<file path="src/rtl/uart_rx_8n1.sv">
// uart_rx_8n1: 8N1 serial receiver with a valid/ready byte output.
// Two-flop input synchronizer, mid-bit sampling FSM, framing-error pulse
// and sticky overrun flag. Only good bytes are ever presented as valid.
`timescale 1ns/1ps
module uart_rx_8n1 #(
    parameter int CLKS_PER_BIT = 1042
) (
    input  logic       clk,
    input  logic       rst,
    input  logic       rx_in,
    input  logic       rx_ready,
    output logic [7:0] rx_data,
    output logic       rx_valid,
    output logic       frame_err,
    output logic       overrun,
    output logic       busy
);

    localparam int HALF = CLKS_PER_BIT / 2;
    localparam int CW   = $clog2(CLKS_PER_BIT);
    localparam logic [CW-1:0] HALF_LAST = CW'(HALF - 1);
    localparam logic [CW-1:0] BIT_LAST  = CW'(CLKS_PER_BIT - 1);

    typedef enum logic [2:0] {
        IDLE,
        START,
        DATA,
        STOP,
        BREAK
    } state_t;

    state_t          state;
    logic [CW-1:0]   bit_cnt;
    logic [2:0]      bit_idx;
    logic [7:0]      shift_reg;
    logic            sync_0;
    logic            rxs;

    // Bring the asynchronous serial line into the clock domain; idle level is high.
    always_ff @(posedge clk or posedge rst) begin
        if (rst) begin
            sync_0 <= 1'b1;
            rxs    <= 1'b1;
        end else begin
            sync_0 <= rx_in;
            rxs    <= sync_0;
        end
    end

    // Frame recovery FSM with the output handshake, error flags and busy all registered here.
    always_ff @(posedge clk or posedge rst) begin
        if (rst) begin
            state     <= IDLE;
            bit_cnt   <= '0;
            bit_idx   <= '0;
            shift_reg <= '0;
            rx_data   <= '0;
            rx_valid  <= 1'b0;
            frame_err <= 1'b0;
            overrun   <= 1'b0;
            busy      <= 1'b0;
        end else begin
            frame_err <= 1'b0;

            // An accepted byte retires here; a byte loaded below in the same cycle wins.
            if (rx_valid && rx_ready) begin
                rx_valid <= 1'b0;
            end

            case (state)
                IDLE: begin
                    if (!rxs) begin
                        state   <= START;
                        bit_cnt <= '0;
                        busy    <= 1'b1;
                    end
                end

                START: begin
                    if (bit_cnt == HALF_LAST) begin
                        bit_cnt <= '0;
                        if (!rxs) begin
                            state   <= DATA;
                            bit_idx <= '0;
                        end else begin
                            state <= IDLE;
                            busy  <= 1'b0;
                        end
                    end else begin
                        bit_cnt <= bit_cnt + CW'(1);
                    end
                end

                DATA: begin
                    if (bit_cnt == BIT_LAST) begin
                        bit_cnt   <= '0;
                        shift_reg <= {rxs, shift_reg[7:1]};
                        bit_idx   <= bit_idx + 3'd1;
                        if (bit_idx == 3'd7) begin
                            state <= STOP;
                        end
                    end else begin
                        bit_cnt <= bit_cnt + CW'(1);
                    end
                end

                STOP: begin
                    if (bit_cnt == BIT_LAST) begin
                        bit_cnt <= '0;
                        if (rxs) begin
                            state <= IDLE;
                            busy  <= 1'b0;
                            if (!rx_valid || rx_ready) begin
                                rx_data  <= shift_reg;
                                rx_valid <= 1'b1;
                            end else begin
                                overrun <= 1'b1;
                            end
                        end else begin
                            state     <= BREAK;
                            frame_err <= 1'b1;
                        end
                    end else begin
                        bit_cnt <= bit_cnt + CW'(1);
                    end
                end

                BREAK: begin
                    if (rxs) begin
                        state <= IDLE;
                        busy  <= 1'b0;
                    end
                end

                default: begin
                    state <= IDLE;
                    busy  <= 1'b0;
                end
            endcase
        end
    end

endmodule
</file>
<file path="config.mk">
export PLATFORM = sky130hd
export DESIGN_NAME = uart_rx_8n1
export DESIGN_NICKNAME = d
export VERILOG_FILES = /design/src/rtl/uart_rx_8n1.sv
export SDC_FILE = /design/constraint.sdc
export NUM_CORES = 1
export LEC_CHECK = 0
export CAP_MARGIN = 25
export CORE_ASPECT_RATIO = 1.1
export CORE_MARGIN = 3
export CORE_UTILIZATION = 54
export CTS_BUF_LIST = sky130_fd_sc_hd__clkbuf_4 sky130_fd_sc_hd__clkbuf_8
export DETAILED_ROUTE_END_ITERATION = 8
export PLACE_DENSITY = 0.86
export SLEW_MARGIN = 15
export SYNTH_ARGS = -nofsm -noshare
export SYNTH_HDL_FRONTEND = slang
export SYNTH_SLANG_ARGS = --single-unit
</file>
<file path="constraint.sdc">
create_clock -name clk -period 1.9 [get_ports clk]
set_clock_uncertainty 0.15 [all_clocks]
set_input_delay 0.475 -clock clk [delete_from_list [all_inputs] [get_ports clk]]
set_output_delay 0.475 -clock clk [all_outputs]
set_load 0.01 [all_outputs]
</file>
==> impl_metrics.sql <==
INSERT INTO impl_metrics (metric_group, metric, value, unit) VALUES
('global_routing', 'grt_first_pass_wirelength', '7845', 'um'),
('logic_synthesis', 'synth_ff_type', 'sky130_fd_sc_hd__dfrtp_1', ''),
('global_routing', 'globalRoute.totalOverflow', '0', ''),
('final_layout', 'layout_commonest_cell', 'sky130_fd_sc_hd__dfrtp_1', ''),
('worst_setup_path', 'cp_max_fo', '4', ''),
('route', 'detail_route.vias_per_cell', '5.772', ''),
('route', 'routed-via-count', '1622', ''),
('power', 'power-per-cell-area', '485.6', 'nW/um^2'),
('timing', 'hold_violations', '0', ''),
('clock_network', 'cts_num_sinks', '39', ''),
('final_layout', 'seq_area', '979.7', 'sq um'),
('global_routing', 'grt_pass1_vias', '1639', ''),
('clock_network', 'tritoncts', 'built', ''),
('worst_setup_path', 'endpoint_kind', 'flip-flop', ''),
('worst_setup_path', 'critPathMaxStageDelay', '0.53', 'ns'),
('route', 'final_antenna_net_count', '0', ''),
('worst_setup_path', 'worstSetupStartpointType', 'flip-flop', ''),
('route', 'wl_met3', '188', 'um'),
('logic_synthesis', 'netlist_top_cells_area', 'sky130_fd_sc_hd__dfrtp_1 (46%), sky130_fd_sc_hd__mux2_4 (5.2%), sky130_fd_sc_hd__mux2_1 (5.0%), sky130_fd_sc_hd__ha_1 (3.1%), sky130_fd_sc_hd__dfstp_2 (2.6%)', ''),
('timing', 'maxSlewHeadroom', '74.32', '%'),
('clock_network', 'htreeDepth', '2', ''),
('route', 'met2_wirelength', '2752', 'um'),
('logic_synthesis', 'synth.yosys.seq_area_share', '48.57', '%'),
('power', 'switching_share', '22.74', '%'),
('worst_setup_path', 'r2r.worst_path.cells', '4', ''),
('final_layout', 'flow.area_growth_from_synthesis', '34.78', '%'),
('floorplanning', 'design.core.area', '3468', 'sq um'),
('timing', 'fmax', '0.4783', 'GHz'),
('logic_synthesis', 'synthArstFlopShare', '100.0', '%'),
('clock_network', 'cts-root-to-sink-buffers', '2', ''),
('logic_synthesis', 'synth.yosys.warnings', '0', ''),
('status', 'status', 'finished, violations left', ''),
('clock_network', 'clk-insertion-delay-late', '0.35', 'ns'),
('worst_setup_path', 'worst_ep_arrival_time', '2.19', 'ns'),
('clock_network', 'clkSlewWorstSetupHoldPaths', '0.13', 'ns'),
('min_path', 'holdCritStartpoint', 'sync_0', ''),
('status', 'violations_in_the_final_reports', 'setup timing', ''),
('global_routing', 'gr-usage-all-layers', '22.22', '%'),
('worst_setup_path', 'worst-r2r-setup-slack', '-0.19', 'ns'),
('final_layout', 'layout_common_cells', 'sky130_fd_sc_hd__dfrtp_1 (36), sky130_fd_sc_hd__buf_4 (34), sky130_fd_sc_hd__mux2_4 (13)', ''),
('floorplanning', 'initial_standard_cell_utilization_of_the_core', '58.08', '%'),
('place', 'place_worst_setup_slack', '-0.1711', 'ns'),
('route', 'routedLengthMet1', '2137', 'um'),
('place', 'dp.final_hpwl', '3264', 'um'),
('worst_setup_path', 'worstSetupPathType', 'flip-flop to flip-flop', ''),
('logic_synthesis', 'synth_area_per_cell', '11.32', 'sq um'),
('min_path', 'hold_path_depth', '0', ''),
('timing', 'period_share', '110.0', '%'),
('floorplanning', 'dieWidth', '64.24', 'um'),
('logic_synthesis', 'total_standard_cell_area_after_synthesis', '2014', 'sq um'),
('worst_setup_path', 'cp_cell_sequence', 'or4b_4, nor4_4, buf_4, mux2_4', ''),
('global_routing', 'grt_max_degree', '40', ''),
('floorplanning', 'ioPinCount', '16', ''),
('worst_setup_path', 'worst_r2r_startpoint', 'state[2]', ''),
('power', 'power.ir.vdd_worst', '0.3731', 'mV'),
('timing', 'setup_viol', '29', ''),
('route', 'maxUsedRoutingLayer', 'met4', ''),
('final_layout', 'largest_register_ffs', '11', ''),
('run', 'maxCapViolCount', '0', ''),
('final_layout', 'layoutNonFillerInstCount', '281', ''),
('logic_synthesis', 'nets_in_the_synthesized_netlist', '187', ''),
('timing', 'rsz0062_at_grt', 'true', ''),
('timing', 'layout_setup_ws', '-0.1907', 'ns'),
('floorplanning', 'fp.dieArea', '4500', 'sq um'),
('power', 'share_comb_of_total_power', '2.7', '%'),
('timing', 'tightestPinTransition', '0.3835', 'ns'),
('logic_synthesis', 'synth-edff-count', '0', ''),
('route', 'first_pass_iters', '4', ''),
('power', 'power.net_switching', '0.2998', 'mW'),
('route', 'drcViolationCount', '0', ''),
('timing', 'finalSetupTns', '-2.877', 'ns');
==> power groups by stage <==
stage	registers, mW	clock network [mW]	logic (mW)
final	0.835	0.448	0.0360
after global routing	0.835	0.485	0.0395
after CTS	0.835	0.441	0.0362
after detailed placement	0.850	0	0.0361
after global placement	0.850	0	0.0351
after floorplan	0.850	0	0.0180
==> cells in the mapped netlist (2+ instances only) <==
cell,number
sky130_fd_sc_hd__and4_1,3
sky130_fd_sc_hd__a32oi_1,2
sky130_fd_sc_hd__nand4_1,5
sky130_fd_sc_hd__ha_1,5
sky130_fd_sc_hd__mux2_4,7
sky130_fd_sc_hd__nor4_4,2
sky130_fd_sc_hd__a21oi_1,4
sky130_fd_sc_hd__a31oi_1,4
sky130_fd_sc_hd__nor2_1,12
sky130_fd_sc_hd__o21ai_1,2
sky130_fd_sc_hd__and3_1,4
sky130_fd_sc_hd__nand2b_1,3
sky130_fd_sc_hd__dfstp_2,2
sky130_fd_sc_hd__nor3b_1,3
sky130_fd_sc_hd__inv_1,10
sky130_fd_sc_hd__clkbuf_1,5
sky130_fd_sc_hd__mux2_1,9
sky130_fd_sc_hd__buf_6,2
sky130_fd_sc_hd__xnor2_1,4
sky130_fd_sc_hd__xor2_1,3
sky130_fd_sc_hd__nand2_1,8
sky130_fd_sc_hd__and3b_1,2
sky130_fd_sc_hd__nand3_1,6
sky130_fd_sc_hd__a2bb2oi_1,2
sky130_fd_sc_hd__dfrtp_1,37
sky130_fd_sc_hd__or3_1,2
sky130_fd_sc_hd__nor4_1,2
sky130_fd_sc_hd__nor3_1,4
sky130_fd_sc_hd__o21ai_0,3
==> worst max-delay path: cells and delay by family (launching register included) <==
family / cells / cell delay, ns
buffers and inverters: 1 / 0.21
flip-flops: 1 / 0.46
multiplexers: 1 / 0.31
AND/OR/NAND/NOR: 2 / 0.86
==> per-stage QoR <==
stage | total power [mW] | instance area, sq um
2_1_floorplan | 0.8680 | 2032
3_3_place_gp | 0.8855 | 2451
3_5_place_dp | 0.8866 | 2451
4_1_cts | 1.312 | 2591
5_1_grt | 1.359 | 2715
6_report | 1.318 | 2715
==> cell type report <==
class,count,area share [%]
Multi-Input combinational cell,120,39.03
Sequential cell,39,36.08
Timing Repair Buffer,57,19.22
Tap cell,48,2.212
Clock buffer,6,1.889
Inverter,10,1.382
Clock inverter,1,0.1843
==> cells by family after synthesis <==
| logic type | count (synthesis) | synth area share (%) |
|---|---|---|
| AND/OR/NAND/NOR | 67 | 22.11 |
| AO/OA/AOI/OAI | 25 | 8.448 |
| XOR/XNOR | 7 | 3.044 |
| flip-flops | 39 | 48.57 |
| multiplexers | 16 | 10.25 |
| buffers and inverters | 19 | 4.472 |
| adder cells (fa/ha/maj) | 5 | 3.106 |
==> worst max path at each step <==
stage	cells past startpoint	endpoint	from	slack, ns
after global routing	4	shift_reg[2]	bit_cnt[3]	-0.24
final	4	shift_reg[2]	state[2]	-0.19
after floorplan	6	rx_data[0]	bit_cnt[5]	-0.17
after detailed placement	5	rx_data[0]	rx_ready	-0.17
after global placement	5	rx_data[7]	rx_ready	-0.12
after CTS	5	rx_data[7]	bit_cnt[6]	-0.13
==> per-layer routing <==
layer  vias up  global-route usage [%]
met5         -                       0
met4         0                   6.573
met3         7                   4.502
met2        37                   38.58
met1       821                   27.66
li1        757                       -
==> timing repair <==
action,CTS,global route
pin swaps,6,11
gates cloned,0,0
setup endpoints to repair,34,43
hold buffers,0,0
setup buffers,4,4
gates resized for setup,18,22
Power figures use the tool's default switching activity.
